## config.mk

```make
export PLATFORM = sky130hd
export DESIGN_NAME = mii_gen_check_flat
export DESIGN_NICKNAME = d
export VERILOG_FILES = /design/src/rtl/mii_gen_check_if.sv /design/src/rtl/mii_gen_check.sv /design/src/flat_wrapper.sv
export SDC_FILE = /design/constraint.sdc
export NUM_CORES = 1
export LEC_CHECK = 0
export BUFFER_PORTS_ARGS = -buffer_cell sky130_fd_sc_hd__buf_4
export CAP_MARGIN = 20
export CORE_MARGIN = 5
export CORE_UTILIZATION = 49
export CTS_CLUSTER_SIZE = 12
export DETAILED_ROUTE_END_ITERATION = 6
export MAX_ROUTING_LAYER = met4
export PLACE_DENSITY = 0.7
export SYNTH_ARGS = -nofsm -noshare
export SYNTH_HDL_FRONTEND = slang
export SYNTH_SLANG_ARGS = --single-unit
```

## constraint.sdc

```tcl
create_clock -name clk -period 9.3 [get_ports clk]
set_input_delay 0.93 -clock clk [delete_from_list [all_inputs] [get_ports clk]]
set_output_delay 0.93 -clock clk [all_outputs]
set_load 0.005 [all_outputs]
```

## src/rtl/mii_gen_check_if.sv

```systemverilog
// MII word stream plus checker status flags, shared between the self-test block and its observer.
// master drives the stream and flags; slave only observes them.
interface mii_gen_check_if;
  logic [63:0] o_tx_data;
  logic [7:0]  o_tx_ctrl;
  logic        payload_error;
  logic        intergap_error;
  logic        other_error;

  modport master (
    output o_tx_data,
    output o_tx_ctrl,
    output payload_error,
    output intergap_error,
    output other_error
  );

  modport slave (
    input o_tx_data,
    input o_tx_ctrl,
    input payload_error,
    input intergap_error,
    input other_error
  );
endinterface

```

## src/rtl/mii_gen_check.sv

```systemverilog
// MII frame generator with an in-line checker that watches the generated stream
// and raises sticky payload, inter-frame-gap and framing error flags.
module mii_gen_check #(
  parameter int DATA_WIDTH    = 64,
  parameter int CTRL_WIDTH    = 8,
  parameter int PAYLOAD_WORDS = 8,
  parameter int IFG_WORDS     = 1,
  parameter int MIN_IFG_WORDS = 1,
  parameter int ERR_MODE      = 0
) (
  input  logic             clk,
  input  logic             i_rst,
  mii_gen_check_if.master  mii
);

  localparam logic [DATA_WIDTH-1:0] IDLE_DATA  = 64'h0707070707070707;
  localparam logic [DATA_WIDTH-1:0] START_DATA = 64'hD5555555555555FB;
  localparam logic [DATA_WIDTH-1:0] TERM_DATA  = 64'h07070707070707FD;
  localparam logic [CTRL_WIDTH-1:0] IDLE_CTRL  = 8'hFF;
  localparam logic [CTRL_WIDTH-1:0] START_CTRL = 8'h01;
  localparam logic [CTRL_WIDTH-1:0] TERM_CTRL  = 8'hFF;
  localparam logic [15:0]           LAST_WORD  = 16'(PAYLOAD_WORDS - 1);
  localparam logic [15:0]           MIN_GAP    = 16'(MIN_IFG_WORDS);

  typedef enum logic [1:0] {G_IFG, G_START, G_PAYLOAD, G_TERM} gen_state_e;
  typedef enum logic [2:0] {C_WAIT, C_PAYLOAD, C_TERM, C_GAP, C_RESYNC} chk_state_e;

  function automatic logic [DATA_WIDTH-1:0] pattern(input logic [7:0] seed, input logic [15:0] idx);
    logic [DATA_WIDTH-1:0] w;
    logic [7:0]            base;
    base = seed + 8'(idx << 3);
    for (int j = 0; j < 8; j++) w[8*j +: 8] = base + 8'(j);
    return w;
  endfunction

  gen_state_e            gen_state_q, gen_state_d;
  logic [15:0]           gcnt_q, gcnt_d;
  logic [7:0]            seed_q, seed_d;
  logic                  wrapped_q, wrapped_d;
  logic [DATA_WIDTH-1:0] tx_data_q, tx_data_d;
  logic [CTRL_WIDTH-1:0] tx_ctrl_q, tx_ctrl_d;

  chk_state_e            chk_state_q, chk_state_d;
  logic [15:0]           ccnt_q, ccnt_d;
  logic [15:0]           gap_q, gap_d;
  logic [7:0]            cseed_q, cseed_d;
  logic                  perr_q, perr_d, gerr_q, gerr_d, oerr_q, oerr_d;

  // Generator: the word chosen here is registered and appears on the stream next cycle.
  always_comb begin
    gen_state_d = gen_state_q;
    gcnt_d      = gcnt_q;
    seed_d      = seed_q;
    wrapped_d   = wrapped_q;
    tx_data_d   = IDLE_DATA;
    tx_ctrl_d   = IDLE_CTRL;
    case (gen_state_q)
      G_IFG: begin
        gcnt_d = gcnt_q + 16'd1;
        if (gcnt_q + 16'd1 >= 16'(IFG_WORDS)) begin
          gen_state_d = G_START;
          gcnt_d      = '0;
        end
      end
      G_START: begin
        tx_data_d   = START_DATA;
        tx_ctrl_d   = START_CTRL;
        gen_state_d = G_PAYLOAD;
        gcnt_d      = '0;
      end
      G_PAYLOAD: begin
        tx_data_d = pattern(seed_q, gcnt_q);
        tx_ctrl_d = '0;
        // Fault injection targets only the first pass through frame 2, not its wrapped aliases.
        if (ERR_MODE == 1 && seed_q == 8'd2 && !wrapped_q && gcnt_q == 16'd0)
          tx_data_d[31:24] = tx_data_d[31:24] ^ 8'hFF;
        if (ERR_MODE == 3 && seed_q == 8'd2 && !wrapped_q && gcnt_q == 16'd1)
          tx_ctrl_d[5] = 1'b1;
        if (gcnt_q == LAST_WORD) gen_state_d = G_TERM;
        else                     gcnt_d      = gcnt_q + 16'd1;
      end
      G_TERM: begin
        tx_data_d = TERM_DATA;
        tx_ctrl_d = TERM_CTRL;
        seed_d    = seed_q + 8'd1;
        if (seed_q == 8'hFF) wrapped_d = 1'b1;
        gcnt_d    = '0;
        if (IFG_WORDS == 0 || (ERR_MODE == 2 && seed_q == 8'd1 && !wrapped_q))
          gen_state_d = G_START;
        else
          gen_state_d = G_IFG;
      end
      default: gen_state_d = G_IFG;
    endcase
  end

  logic is_idle, is_start, is_term, looks_start, resync;
  logic set_p, set_g, set_o;

  // Checker: observes the registered stream, so flags trail the offending word by one cycle.
  always_comb begin
    is_idle     = (tx_data_q == IDLE_DATA)  && (tx_ctrl_q == IDLE_CTRL);
    is_start    = (tx_data_q == START_DATA) && (tx_ctrl_q == START_CTRL);
    is_term     = (tx_data_q == TERM_DATA)  && (tx_ctrl_q == TERM_CTRL);
    looks_start = tx_ctrl_q[0] && (tx_data_q[7:0] == 8'hFB);
    chk_state_d = chk_state_q;
    ccnt_d      = ccnt_q;
    gap_d       = gap_q;
    cseed_d     = cseed_q;
    resync      = 1'b0;
    set_p       = 1'b0;
    set_g       = 1'b0;
    set_o       = 1'b0;
    case (chk_state_q)
      C_WAIT: begin
        if (is_start) begin
          chk_state_d = C_PAYLOAD;
          ccnt_d      = '0;
        end else if (looks_start) begin
          set_o = 1'b1;
        end
      end
      C_PAYLOAD: begin
        set_o = (tx_ctrl_q != '0);
        set_p = (tx_data_q != pattern(cseed_q, ccnt_q));
        if (set_o || set_p)        resync      = 1'b1;
        else if (ccnt_q == LAST_WORD) chk_state_d = C_TERM;
        else                       ccnt_d      = ccnt_q + 16'd1;
      end
      C_TERM: begin
        if (is_term) begin
          chk_state_d = C_GAP;
          gap_d       = '0;
          cseed_d     = cseed_q + 8'd1;
        end else begin
          set_o  = 1'b1;
          resync = 1'b1;
        end
      end
      C_GAP: begin
        if (is_idle) begin
          if (gap_q < MIN_GAP) gap_d = gap_q + 16'd1;
        end else if (is_start) begin
          set_g       = (gap_q < MIN_GAP);
          chk_state_d = C_PAYLOAD;
          ccnt_d      = '0;
        end else begin
          set_o  = 1'b1;
          resync = 1'b1;
        end
      end
      C_RESYNC: resync = 1'b1;
      default:  chk_state_d = C_WAIT;
    endcase
    // The offending word itself may already be a valid anchor to lock back onto.
    if (resync) begin
      if (is_start) begin
        chk_state_d = C_PAYLOAD;
        ccnt_d      = '0;
      end else if (is_idle) begin
        chk_state_d = C_GAP;
        gap_d       = 16'd1;
      end else if (is_term) begin
        chk_state_d = C_GAP;
        gap_d       = '0;
        cseed_d     = cseed_q + 8'd1;
      end else begin
        chk_state_d = C_RESYNC;
      end
    end
    perr_d = perr_q | set_p;
    gerr_d = gerr_q | set_g;
    oerr_d = oerr_q | set_o;
  end

  always_ff @(posedge clk) begin
    if (i_rst) begin
      gen_state_q <= G_IFG;
      gcnt_q      <= '0;
      seed_q      <= '0;
      wrapped_q   <= 1'b0;
      tx_data_q   <= IDLE_DATA;
      tx_ctrl_q   <= IDLE_CTRL;
      chk_state_q <= C_WAIT;
      ccnt_q      <= '0;
      gap_q       <= '0;
      cseed_q     <= '0;
      perr_q      <= 1'b0;
      gerr_q      <= 1'b0;
      oerr_q      <= 1'b0;
    end else begin
      gen_state_q <= gen_state_d;
      gcnt_q      <= gcnt_d;
      seed_q      <= seed_d;
      wrapped_q   <= wrapped_d;
      tx_data_q   <= tx_data_d;
      tx_ctrl_q   <= tx_ctrl_d;
      chk_state_q <= chk_state_d;
      ccnt_q      <= ccnt_d;
      gap_q       <= gap_d;
      cseed_q     <= cseed_d;
      perr_q      <= perr_d;
      gerr_q      <= gerr_d;
      oerr_q      <= oerr_d;
    end
  end

  assign mii.o_tx_data      = tx_data_q;
  assign mii.o_tx_ctrl      = tx_ctrl_q;
  assign mii.payload_error  = perr_q;
  assign mii.intergap_error = gerr_q;
  assign mii.other_error    = oerr_q;

endmodule

```

## src/flat_wrapper.sv

```systemverilog
// flat-port wrapper written by rule: the top's interface ports become plain ports
module mii_gen_check_flat 
#(
  parameter int DATA_WIDTH    = 64,
  parameter int CTRL_WIDTH    = 8,
  parameter int PAYLOAD_WORDS = 8,
  parameter int IFG_WORDS     = 1,
  parameter int MIN_IFG_WORDS = 1,
  parameter int ERR_MODE      = 0
)
  (clk, i_rst, mii_o_tx_data, mii_o_tx_ctrl, mii_payload_error, mii_intergap_error, mii_other_error);
  mii_gen_check_if mii_i ();
  input  logic clk;
  input  logic i_rst;
  output wire logic [$bits(mii_i.o_tx_data)-1:0] mii_o_tx_data;
  output wire logic [$bits(mii_i.o_tx_ctrl)-1:0] mii_o_tx_ctrl;
  output wire logic [$bits(mii_i.payload_error)-1:0] mii_payload_error;
  output wire logic [$bits(mii_i.intergap_error)-1:0] mii_intergap_error;
  output wire logic [$bits(mii_i.other_error)-1:0] mii_other_error;
  assign mii_o_tx_data = mii_i.o_tx_data;
  assign mii_o_tx_ctrl = mii_i.o_tx_ctrl;
  assign mii_payload_error = mii_i.payload_error;
  assign mii_intergap_error = mii_i.intergap_error;
  assign mii_other_error = mii_i.other_error;
  mii_gen_check #(.DATA_WIDTH(DATA_WIDTH), .CTRL_WIDTH(CTRL_WIDTH), .PAYLOAD_WORDS(PAYLOAD_WORDS), .IFG_WORDS(IFG_WORDS), .MIN_IFG_WORDS(MIN_IFG_WORDS), .ERR_MODE(ERR_MODE)) u_core (.clk(clk), .i_rst(i_rst), .mii(mii_i));
endmodule
```

==> key figures <==
Layout
  – Antenna Cells: 0
  – Most frequent cells in the layout: dfxtp_1, nor2_1, nand2_1
  – # fillers: 1636
  – Final cell count without fillers: 1346
  – Most common cell after layout, fill and taps aside: dfxtp_1
  – Proportion of layout cells with a drive suffix above 1: 12.8%
  – Area Overhead vs Synth: 12.7%
  – Nets: 1148

Global routing
  – GRT Total Usage: 24.6%
  – Grt total ovfl: 0
  – Via count of the first global-routing pass: 7206
  – Initial antenna violation count: 0
  – First-pass GRT wire length: 38700 um
  – Largest net degree at the start of global routing: 79

Worst setup path
  – Worst EP arrival: 5.18 ns
  – Type of the worst setup path: flop to flop
  – Worst reg-to-reg setup slack: 4.38 ns
  – Setup crit end kind: flop
  – Startpoint Class: flop
  – Worst Path Required: 9.56 ns
  – CP max FO: 13

Yosys
  – Post-synth EDFFs: 0
  – Synthesized area per cell: 7.87 um^2
  – Post-Syn Instances: 1083
  – Syn_nets: 1123
  – #FFs+latches synth: 129
  – Distinct cells, synth: 77
  – Synth Flop Type: dfxtp_1
  – Synth Cell Area: 0.00853 mm^2
  – Sequential area share after synthesis: 30.3%
  – Fraction of registers with async set/reset: 0%
  – Yosys warns: 0

Drt
  – Via count: 8050
  – DR WL/cell: 18.1 um
  – DRC: 0
  – WL final: 24400 um
  – 1st-iter DRT viols: 628
  – Detail Route Antenna Nets: 0
  – TritonRoute pass-1 iters: 5
  – Vias per cell: 5.98

Outcome
  – Status: finished, final reports clean

Die
  – Die span in x: 142 um
  – Row count: 48
  – Die area: 0.0201 mm^2
  – # IOs: 77
  – Initial Util: 49.6%
  – CORE AREA: 0.0172 mm^2
  – Chip height: 142 um

Placed design
  – Routability congestion estimate from global placement: 0.976
  – Dpl cells: 1312
  – Worst slack, placed: 4.54 ns
  – Port Buffers: 76
  – Dpl hpwl: 17700 um

STA
  – Final Hold Fails: 0
  – Finish-stage setup viols: 0
  – Worst relative slew slack: 29.1%
  – Period minus WS final: 4.92 ns
  – TNS Setup: 0 ns
  – Final worst slack: 4.38 ns
  – RSZ-0062 raised after global routing: false
  – Slew @ Worst Pin: 1.06 ns
  – Slew Limit Fails: 0
  – Skew final: 0.00877 ns
  – Final period utilization: 52.9%
  – Fmax: 203 MHz

CTS
  – CTS root buf: clkbuf_16
  – Post-cts sizing count: 0
  – TritonCTS Sinks: 129
  – Latest clock arrival within the worst-skew pair: 0.42 ns
  – # Post-CTS Setup Buffers: 0
  – Hold buffer count at cts: 0
  – Clock slew at reported path FFs: 0.06 ns
  – TritonCTS clock tree: done
  – Num CTS Buffers: 17
  – Htree depth: 4
  – Clk buf depth: 2

Power and ir drop
  – Pwr Density: 207 mW/mm^2
  – Static Leak: 3.57 nW
  – Pwr Total: 1.99 mW
  – Max VDD drop: 0.000142 V

Job
  – Max cap viols: 0

Min path
  – Hold/Removal Path Class: flop to flop
==> layout make-up <==
class,count,area [um^2],area share (%)
multi-input combinational,832,5380,56.1
timing repair buffer,82,616,6.41
clock buffer,19,453,4.72
tap,225,282,2.93
clock inverter,13,116,1.21
sequential,129,2580,26.9
inverter,46,173,1.80
==> Yosys cell counts, types with 9 or more instances <==
library cell	count	area share, %
a211oi_1	24	2.1
o211ai_1	19	1.7
buf_4	19	1.7
and3_1	12	0.88
nor4b_1	9	0.92
nand2b_1	13	0.95
inv_1	45	2.0
nand4_1	26	1.9
nor3_1	34	2.0
or3_1	16	1.2
o21ai_0	29	1.7
nand3_1	44	2.6
xnor2_1	48	4.9
nor2b_1	9	0.66
nor4_1	28	2.1
dfxtp_1	129	30
mux2_2	9	1.2
a31oi_1	12	0.88
nand2_1	86	3.8
clkbuf_1	46	2.0
a21oi_1	75	4.4
ha_1	36	5.3
xor2_1	45	4.6
nor2_1	127	5.6
==> state kept, by name (all words and copies together), names as in the netlist, 2 cells and up <==
signal                flops
u_core.gap_q             16
u_core.cseed_q            8
u_core.chk_state_q        3
u_core.mii.o_tx_ctrl      2
u_core.ccnt_q            16
u_core.gen_state_q        2
u_core.mii.o_tx_data     55
u_core.gcnt_q            16
u_core.seed_q             8
==> path summary, 6_finish.rpt <==
path | from | endpoint | cells past startpoint
min | u_core.gap_q[8]$_SDFF_PP0_ | u_core.gap_q[8]$_SDFF_PP0_ | 2
max | u_core.ccnt_q[0]$_SDFF_PP0_ | u_core.gap_q[9]$_SDFF_PP0_ | 12
min reg2reg | u_core.gap_q[8]$_SDFF_PP0_ | u_core.gap_q[8]$_SDFF_PP0_ | 2
max reg2reg | u_core.ccnt_q[0]$_SDFF_PP0_ | u_core.gap_q[9]$_SDFF_PP0_ | 12
==> layer usage <==
layer  track usage [%]  vias to the layer above  part of all wire (%)  wire (um)
met5                 -                        -                     0          0
met4              7.93                        0                   2.1        512
met3              4.72                       49                   6.8       1650
met2              37.5                      293                    46      11300
met1              32.9                     3787                    45      11000
li1                  -                     3921                     -          -
==> worst max-delay path: stages, from the launching register on <==
cell and delay (ns):
dfxtp_1 0.38, ha_1 0.25, fa_1 0.86, nand2_1 0.26, nor2_1 0.22, nand3_1 0.26
a2111oi_0 0.56, nor4_1 0.14, and4_1 0.28, nand4b_1 0.15, nand3_1 0.38, o21ai_1 0.84
a211oi_1 0.18
==> power breakdown <==
| part | switching [mW] | internal (mW) | total, mW |
|---|---|---|---|
| registers | 0.138 | 0.617 | 0.755 |
| clock network | 0.274 | 0.365 | 0.639 |
| logic | 0.338 | 0.253 | 0.591 |
| total | 0.751 | 1.23 | 1.99 |
==> cell families after synthesis <==
group / after synthesis / share of synthesized area [%]
compound gates: 216 / 16.4
xor+xnor: 96 / 10.2
fa+ha+maj: 38 / 5.75
buf+inv: 122 / 6.56
flops: 129 / 30.3
mux: 17 / 2.13
simple gates: 465 / 28.7
==> stage by stage <==
stage	hold WS [ns]	cell area, um^2	util (%)
after floorplan	0.415	8530	-
after global placement	0.424	9020	52.5
after detailed placement	0.427	9020	52.5
after CTS	0.436	9590	55.8
after global routing	0.455	9610	55.9
final	0.435	9610	55.9
No activity file was read; power rests on OpenSTA's default activity.
